File: config.mk
export PLATFORM = sky130hd
export DESIGN_NAME = rs232_baud_gen
export DESIGN_NICKNAME = d
export VERILOG_FILES = /design/src/rtl/rs232_baud_gen.sv
export SDC_FILE = /design/constraint.sdc
export NUM_CORES = 1
export LEC_CHECK = 0
export ABC_AREA = 1
export CAP_MARGIN = 10
export CORE_MARGIN = 2
export CORE_UTILIZATION = 40
export DETAILED_ROUTE_END_ITERATION = 12
export GPL_TIMING_DRIVEN = 1
export PLACE_DENSITY = 0.7
export SLEW_MARGIN = 20
export SYNTH_ARGS = -nofsm -noshare
export SYNTH_HDL_FRONTEND = slang
export SYNTH_SLANG_ARGS = --single-unit
export TNS_END_PERCENT = 10
File: constraint.sdc
create_clock -name clk -period 9.6 [get_ports clk]
set_input_delay 0.96 -clock clk [delete_from_list [all_inputs] [get_ports clk]]
set_output_delay 0.96 -clock clk [all_outputs]
set_load 0.01 [all_outputs]
File: src/rtl/rs232_baud_gen.sv
// RS232 bit-rate and receiver-oversampling enable generator with a runtime
// divisor that is shadowed and applied only at a bit boundary, on resync, or while idle.
module rs232_baud_gen #(
    parameter int unsigned DIV_WIDTH   = 20,
    parameter int unsigned DEFAULT_DIV = 10417,
    parameter int unsigned OVERSAMPLE  = 16
) (
    input  logic                 clk,
    input  logic                 rst,
    input  logic                 en,
    input  logic                 div_load,
    input  logic [DIV_WIDTH-1:0] div_in,
    input  logic                 resync,
    output logic                 clk_rs232_en,
    output logic                 clk_rs232_os_en,
    output logic [DIV_WIDTH-1:0] div_cur
);

    localparam int unsigned          OS_LOG2 = $clog2(OVERSAMPLE);
    localparam logic [DIV_WIDTH-1:0] OS_MIN  = DIV_WIDTH'(OVERSAMPLE);
    localparam logic [DIV_WIDTH-1:0] DEF_RAW = DIV_WIDTH'(DEFAULT_DIV);
    localparam logic [DIV_WIDTH-1:0] DEF_DIV = (DEF_RAW < OS_MIN) ? OS_MIN : DEF_RAW;

    logic [DIV_WIDTH-1:0] r_div_cur;
    logic [DIV_WIDTH-1:0] r_pend;
    logic                 r_pend_v;
    logic [DIV_WIDTH-1:0] r_cnt;
    logic [OS_LOG2-1:0]   r_slot;
    logic                 r_os_en;
    logic                 r_bit_en;

    logic [DIV_WIDTH-1:0] w_base;
    logic [OS_LOG2-1:0]   w_rem;
    logic [DIV_WIDTH-1:0] w_slot_len;
    logic [DIV_WIDTH-1:0] w_div_in_clamped;
    logic                 w_slot_end;
    logic                 w_last_slot;
    logic                 w_os_tick;
    logic                 w_bit_tick;
    logic                 w_xfer;

    // Slot i gets one extra cycle while i < rem so the slots sum exactly to D.
    always_comb begin
        w_base           = r_div_cur >> OS_LOG2;
        w_rem            = r_div_cur[OS_LOG2-1:0];
        w_slot_len       = w_base + DIV_WIDTH'(r_slot < w_rem);
        w_div_in_clamped = (div_in < OS_MIN) ? OS_MIN : div_in;
        // >= rather than == so a divisor shrunk while idle cannot strand cnt past the slot end
        w_slot_end       = (r_cnt >= (w_slot_len - DIV_WIDTH'(1)));
        w_last_slot      = (r_slot == '1);
        w_os_tick        = en && !resync && w_slot_end;
        w_bit_tick       = w_os_tick && w_last_slot;
        w_xfer           = r_pend_v && (resync || !en || w_bit_tick);
    end

    always_ff @(posedge clk) begin
        if (!rst) begin
            r_div_cur <= DEF_DIV;
            r_pend    <= '0;
            r_pend_v  <= 1'b0;
            r_cnt     <= '0;
            r_slot    <= '0;
            r_os_en   <= 1'b0;
            r_bit_en  <= 1'b0;
        end else begin
            r_os_en  <= w_os_tick;
            r_bit_en <= w_bit_tick;

            if (resync) begin
                r_cnt  <= '0;
                r_slot <= '0;
            end else if (en) begin
                if (w_slot_end) begin
                    r_cnt  <= '0;
                    r_slot <= r_slot + OS_LOG2'(1);
                end else begin
                    r_cnt <= r_cnt + DIV_WIDTH'(1);
                end
            end

            if (w_xfer) begin
                r_div_cur <= r_pend;
            end

            // A load coinciding with a transfer becomes the next pending value.
            if (div_load) begin
                r_pend   <= w_div_in_clamped;
                r_pend_v <= 1'b1;
            end else if (w_xfer) begin
                r_pend_v <= 1'b0;
            end
        end
    end

    assign clk_rs232_en    = r_bit_en;
    assign clk_rs232_os_en = r_os_en;
    assign div_cur         = r_div_cur;

endmodule

==> impl_metrics.csv, run 1 <==
group,metric,value,unit
sta,tightest_slew,0.820,ns
layout,regArea,0.00134,mm²
drt,detail_route.vias_per_cell,4.97,
floorplan,coreArea,0.00915,mm²
sta,drv_slew,0,
power,p_leak,1.90,nW
setup_path,cp_slowest_cell,"dfxtp_1",
setup_path,critPathTopFamily,"simple AND/OR/NAND/NOR gates",
synth,yosys-top-cells-area,"dfxtp_1 36%, nand2_1 9.7%, ha_1 9.4%",
synth,syn_avg_cell_area,7.22,µm²
drt,drt_wl_total,8440,µm
clocking,worstSkewPairLatency,0.35,ns
setup_path,cpPeakStageDelay,0.35,ns
floorplan,fp.dieW,101,µm
floorplan,die-area,0.0101,mm²
clocking,clock_tree.buffer_depth,2,
synth,synth_top_area_frac,0.360,
synth,syn_inst,516,
global_routing,grt_pass1_wl,14600,µm
clocking,cts_setup_buffers,0,
sta,skew,0.0137,ns
power,finalPower,0.638,mW
synth,synth-edff-count,0,
placed_design,dp_hpwl,6410,µm
synth,synth-main-ff-cell,"dfxtp_1",
sta,hold_viol,0,
global_routing,gr-total-overflow,0,
sta,period_share,0.447,
placed_design,globalplace.congestion,0.865,
layout,post-route-util,0.488,
placed_design,dp.cells,658,
global_routing,grt_pass1_vias,3219,
sta,timing.fmax,0.233,GHz
sta,rsz0062_at_grt,"no",
sta,finalSetupViolCount,0,
setup_path,worstPathMaxFanout,35,
global_routing,antenna_found_initial,0,
layout,nets,611,
drt,drtIter0Drc,173,
sta,finalHoldWorstSlack,0.471,ns
synth,yosysUniqueCellTypes,37,
floorplan,rows,35,
layout,nFillCells,879,
clocking,clock-sinks,67,
drt,first_pass_iters,4,
drt,via_count,3342,
sta,setup_tns,0,ns
layout,area_delta_synth_final,19.8,%
synth,synth_nets,569,
setup_path,cpMostUsedCell,"nand2_1",
clocking,root_buffer,"clkbuf_8",
layout,drive_gt1_frac,0.0694,
floorplan,initial_core_util,0.407,
synth,yosysMostFrequentCell,"nand2_1",
clocking,ctsResizeCount,0,
layout,antenna_cells,0,
floorplan,pin_count,47,
setup_path,critical_path_required,9.82,ns
synth,netlist_area,0.00373,mm²
synth,yosys_warnings,0,
layout,multi_input_area,0.00205,mm²
synth,synth-async-reset-ratio,0,
global_routing,grt.total_usage,0.180,
clocking,cts_hold_buffers,0,
min_path,hold_class,"register to register",
floorplan,die_h,101,µm
synth,yosys-top-cells-count,"96 x nand2_1, 72 x nor2_1, 67 x dfxtp_1, 62 x inv_1, 37 x nand3_1",
setup_path,path_class,"register to register",
setup_path,end_kind,"register",
synth,yosys.area.top_type,"dfxtp_1",
clocking,cts_tree,"built",
placed_design,port_buffers,46,
clocking,path_clk_slew,0.08,ns
layout,fin_cells,673,
synth,ys_ff_latch,67,
synth,ys_seq_area_frac,0.360,
power,power_density,143,mW/mm²
sta,finalCriticalPeriod,4.29,ns
run,maxCapViolCount,0,
setup_path,cp-start-kind,"register",
drt,drc,0,
clocking,cts_buffers,9,
drt,drtAntennaViolNets,0,
power,ir_worst_vdd,0.0829,mV
status,outcome,"completed",
setup_path,cp.arrival,4.51,ns
setup_path,crit_buf_inv,2,
clocking,htree_levels,3,
drt,wl_per_cell,12.5,µm
global_routing,grt_max_degree,37,
sta,max_slew_margin,0.450,
## where the power goes
group	internal, mW	total (mW)	switching [mW]
sequential	0.290	0.304	0.0137
clock	0.151	0.256	0.105
combinational	0.0369	0.0784	0.0415
## final timing paths
kind | end | slack, ns | cells after the start | from
worst min register to register | r_pend[8]$_SDFFE_PN0P_ | 0.47 | 2 | r_pend[8]$_SDFFE_PN0P_
worst min-delay path | r_pend[8]$_SDFFE_PN0P_ | 0.47 | 2 | r_pend[8]$_SDFFE_PN0P_
worst max-delay path | div_cur[5]$_SDFFE_PN1P_ | 5.31 | 25 | div_cur[1]$_SDFFE_PN0P_
worst max register to register | div_cur[5]$_SDFFE_PN1P_ | 5.31 | 25 | div_cur[1]$_SDFFE_PN0P_
## state kept, by name (all words and copies together), names as in the netlist
signal / cells
clk_rs232_os_en: 1
r_slot: 4
r_pend: 20
div_cur: 20
r_pend_v: 1
r_cnt: 20
clk_rs232_en: 1
## kinds of logic (layout without fill, tap and decap cells)
group / after synthesis / count (layout) / synth area share
adders and majority gates: 28 / 28 / 0.0940
and+or+nand+nor: 253 / 253 / 0.308
xor gates and xnor gates: 21 / 21 / 0.0494
DFF: 67 / 67 / 0.360
buffers and inverters: 84 / 130 / 0.0910
AOI/OAI and AO/OA: 63 / 63 / 0.0977
## through the flow
| step | instance area, µm² | setup slack, ns |
|---|---|---|
| 6_report | 4470 | 5.31 |
| 3_3_place_gp | 4250 | 5.55 |
| 2_1_floorplan | 3730 | 6.01 |
| 3_5_place_dp | 4250 | 5.32 |
| 4_1_cts | 4460 | 5.28 |
| 5_1_grt | 4470 | 4.72 |
## layout make-up
class | instances | share of cell area
Multi-Input combinational cell | 365 | 0.458
Timing Repair Buffer | 47 | 0.105
Inverter | 68 | 0.0572
Clock inverter | 5 | 0.0174
Clock buffer | 10 | 0.0308
Sequential cell | 67 | 0.301
Tap cell | 111 | 0.0311
## layout by cell type (no fill, tap or decap), types with 2 or more instances in the layout
cell type / count
clkinv_1: 2
nor3_1: 10
o21ai_0: 7
ha_1: 28
xor2_1: 15
nor4_1: 7
nor3_2: 3
clkinv_2: 2
a21oi_1: 36
nand4_1: 10
clkbuf_8: 10
dfxtp_1: 66
a211oi_1: 15
clkdlybuf4s50_1: 46
bufinv_16: 2
nand3_1: 37
nand2_1: 96
nor2_4: 3
inv_1: 62
nor2_2: 4
nand2_2: 4
inv_2: 4
xnor2_1: 6
nor2_1: 72
## worst register-to-register path: cells and delay by family (launching register included)
| family | cells | cell delay (ns) |
|---|---|---|
| fa+ha+maj | 3 | 0.71 |
| compound gates | 2 | 0.27 |
| flops | 1 | 0.35 |
| simple gates | 18 | 2.74 |
| buf+inv | 2 | 0.09 |
## routing by layer
| metal | share of wire | GRT usage |
|---|---|---|
| met5 | 0 | 0 |
| met4 | 0.014 | 0.0453 |
| met3 | 0.043 | 0.0520 |
| met2 | 0.46 | 0.300 |
| met1 | 0.48 | 0.230 |
Power figures use the tool's default switching activity.
==> run 2, diff against run 1 <==
Clock period 9.6 ns to 4.2 ns, I/O delays scaled along.
==> impl_metrics.csv, run 2 (synthesized netlist as in run 1, its figures left out) <==
group,metric,value,unit
placed_design,postPlaceCellArea,0.00428,mm²
setup_path,end_kind,"register",
placed_design,port_buffers,46,
sta,layout_setup_ws,0.118,ns
floorplan,die_h,101,µm
floorplan,pin_count,47,
setup_path,critical_path_required,4.44,ns
placed_design,globalplace.congestion,0.905,
sta,period_share,0.972,
sta,hold_viol,0,
layout,drive_gt1_frac,0.152,
clocking,clock_tree.buffer_depth,2,
min_path,hold_class,"register to register",
setup_path,path_class,"register to register",
floorplan,rows,35,
setup_path,rr_startpoint,"div_cur[1]$_SDFFE_PN0P_",
sta,finalCriticalPeriod,4.08,ns
setup_path,cp-start-kind,"register",
clocking,root_buffer,"clkbuf_8",
global_routing,grt.total_usage,0.185,
layout,layout_commonest_cell,"nand2_1",
setup_path,worstPathMaxFanout,12,
clocking,path_clk_slew,0.08,ns
global_routing,grt_pass1_wl,14900,µm
drt,drtIter0Drc,121,
drt,first_pass_iters,4,
clocking,cts_tree,"built",
power,p_leak,2.05,nW
global_routing,grt_max_degree,37,
sta,drv_slew,0,
setup_path,cp.arrival,4.32,ns
clocking,worstSkewPairLatency,0.35,ns
clocking,htree_levels,3,
power,ir_worst_vdd,0.207,mV
floorplan,fp.dieW,101,µm
drt,drt_wl_total,9230,µm
power,finalPower,1.46,mW
global_routing,gr-total-overflow,0,
layout,nFillCells,845,
layout,area_delta_synth_final,29.3,%
clocking,clock-sinks,67,
drt,via_count,3546,
sta,setup_tns,0,ns
placed_design,dp_slack,0.107,ns
min_path,worstHoldStart,"r_pend[8]$_SDFFE_PN0P_",
setup_path,startpoint,"div_cur[1]$_SDFFE_PN0P_",
floorplan,initial_core_util,0.407,
run,maxCapViolCount,0,
sta,finalSetupViolCount,0,
layout,regArea,0.00135,mm²
layout,nets,632,
power,power_density,304,mW/mm²
layout,multi_input_area,0.00219,mm²
clocking,cts_buffers,9,
placed_design,dp_hpwl,6490,µm
clocking,cts_hold_buffers,0,
setup_path,cpPeakStageDelay,0.35,ns
sta,rsz0062_at_grt,"yes",
drt,wl_per_cell,13.3,µm
floorplan,coreArea,0.00915,mm²
status,outcome,"completed",
drt,detail_route.vias_per_cell,5.10,
layout,fin_area,0.00482,mm²
drt,drc,0,
layout,antenna_cells,0,
sta,skew,0.0120,ns
sta,max_slew_margin,0.449,
drt,drtAntennaViolNets,0,
layout,mostFrequentLayoutCells,"89 x nand2_1, 69 x nor2_1, 64 x dfxtp_1",
sta,tightest_slew,0.822,ns
global_routing,grt_pass1_vias,3302,
floorplan,die-area,0.0101,mm²
setup_path,cp_slowest_cell,"dfxtp_2",
global_routing,antenna_found_initial,0,
sta,timing.fmax,0.245,GHz
[run 2: power breakdown]
group	total, mW	leakage [nW]	switching, mW	internal (mW)
registers	0.696	0.550	0.0327	0.663
logic	0.202	1.39	0.103	0.0989
clock network	0.566	0.103	0.269	0.296
total	1.46	2.05	0.405	1.06
[run 2: worst max-delay path, delay by kind of cell, from the launching register on]
family          cells  cell delay, ns
buf+inv             3            0.30
simple gates       14            1.87
flops               1            0.35
compound gates      4            0.52
fa+ha+maj           4            0.90
[run 2: layout make-up]
type,instances,area share
tap,111,0.0288
inverter,68,0.0530
clock buffer,10,0.0286
multi-input combinational,366,0.456
clock inverter,6,0.0151
sequential,67,0.279
timing repair buffer,67,0.140
[run 2: repair_timing]
item / 4_1_cts / 5_1_grt
setup buffers: 0 / 16
resized for setup: 0 / 38
endpoints found under the setup margin: 0 / 45
[run 2: per-layer routing]
layer / GRT usage / vias to the layer above / wire length (µm)
met5: 0 / - / 0
met4: 0.0495 / 0 / 80
met3: 0.0541 / 8 / 418
met2: 0.311 / 80 / 4470
met1: 0.231 / 1645 / 4260
li1: - / 1813 / -
[run 2: final timing paths]
path | cells past startpoint | to | slack [ns]
max | 25 | div_cur[1]$_SDFFE_PN0P_ | 0.12
min | 2 | r_pend[8]$_SDFFE_PN0P_ | 0.47
max reg2reg | 25 | div_cur[1]$_SDFFE_PN0P_ | 0.12
min reg2reg | 2 | r_pend[8]$_SDFFE_PN0P_ | 0.47
[run 2: through the flow]
stage	util	hold slack [ns]	std cells
finish	0.526	0.474	695
global route	0.526	0.488	695
CTS	0.490	0.473	676
detailed placement	0.467	0.456	660
global placement	0.467	0.458	660
floorplan	-	0.436	516
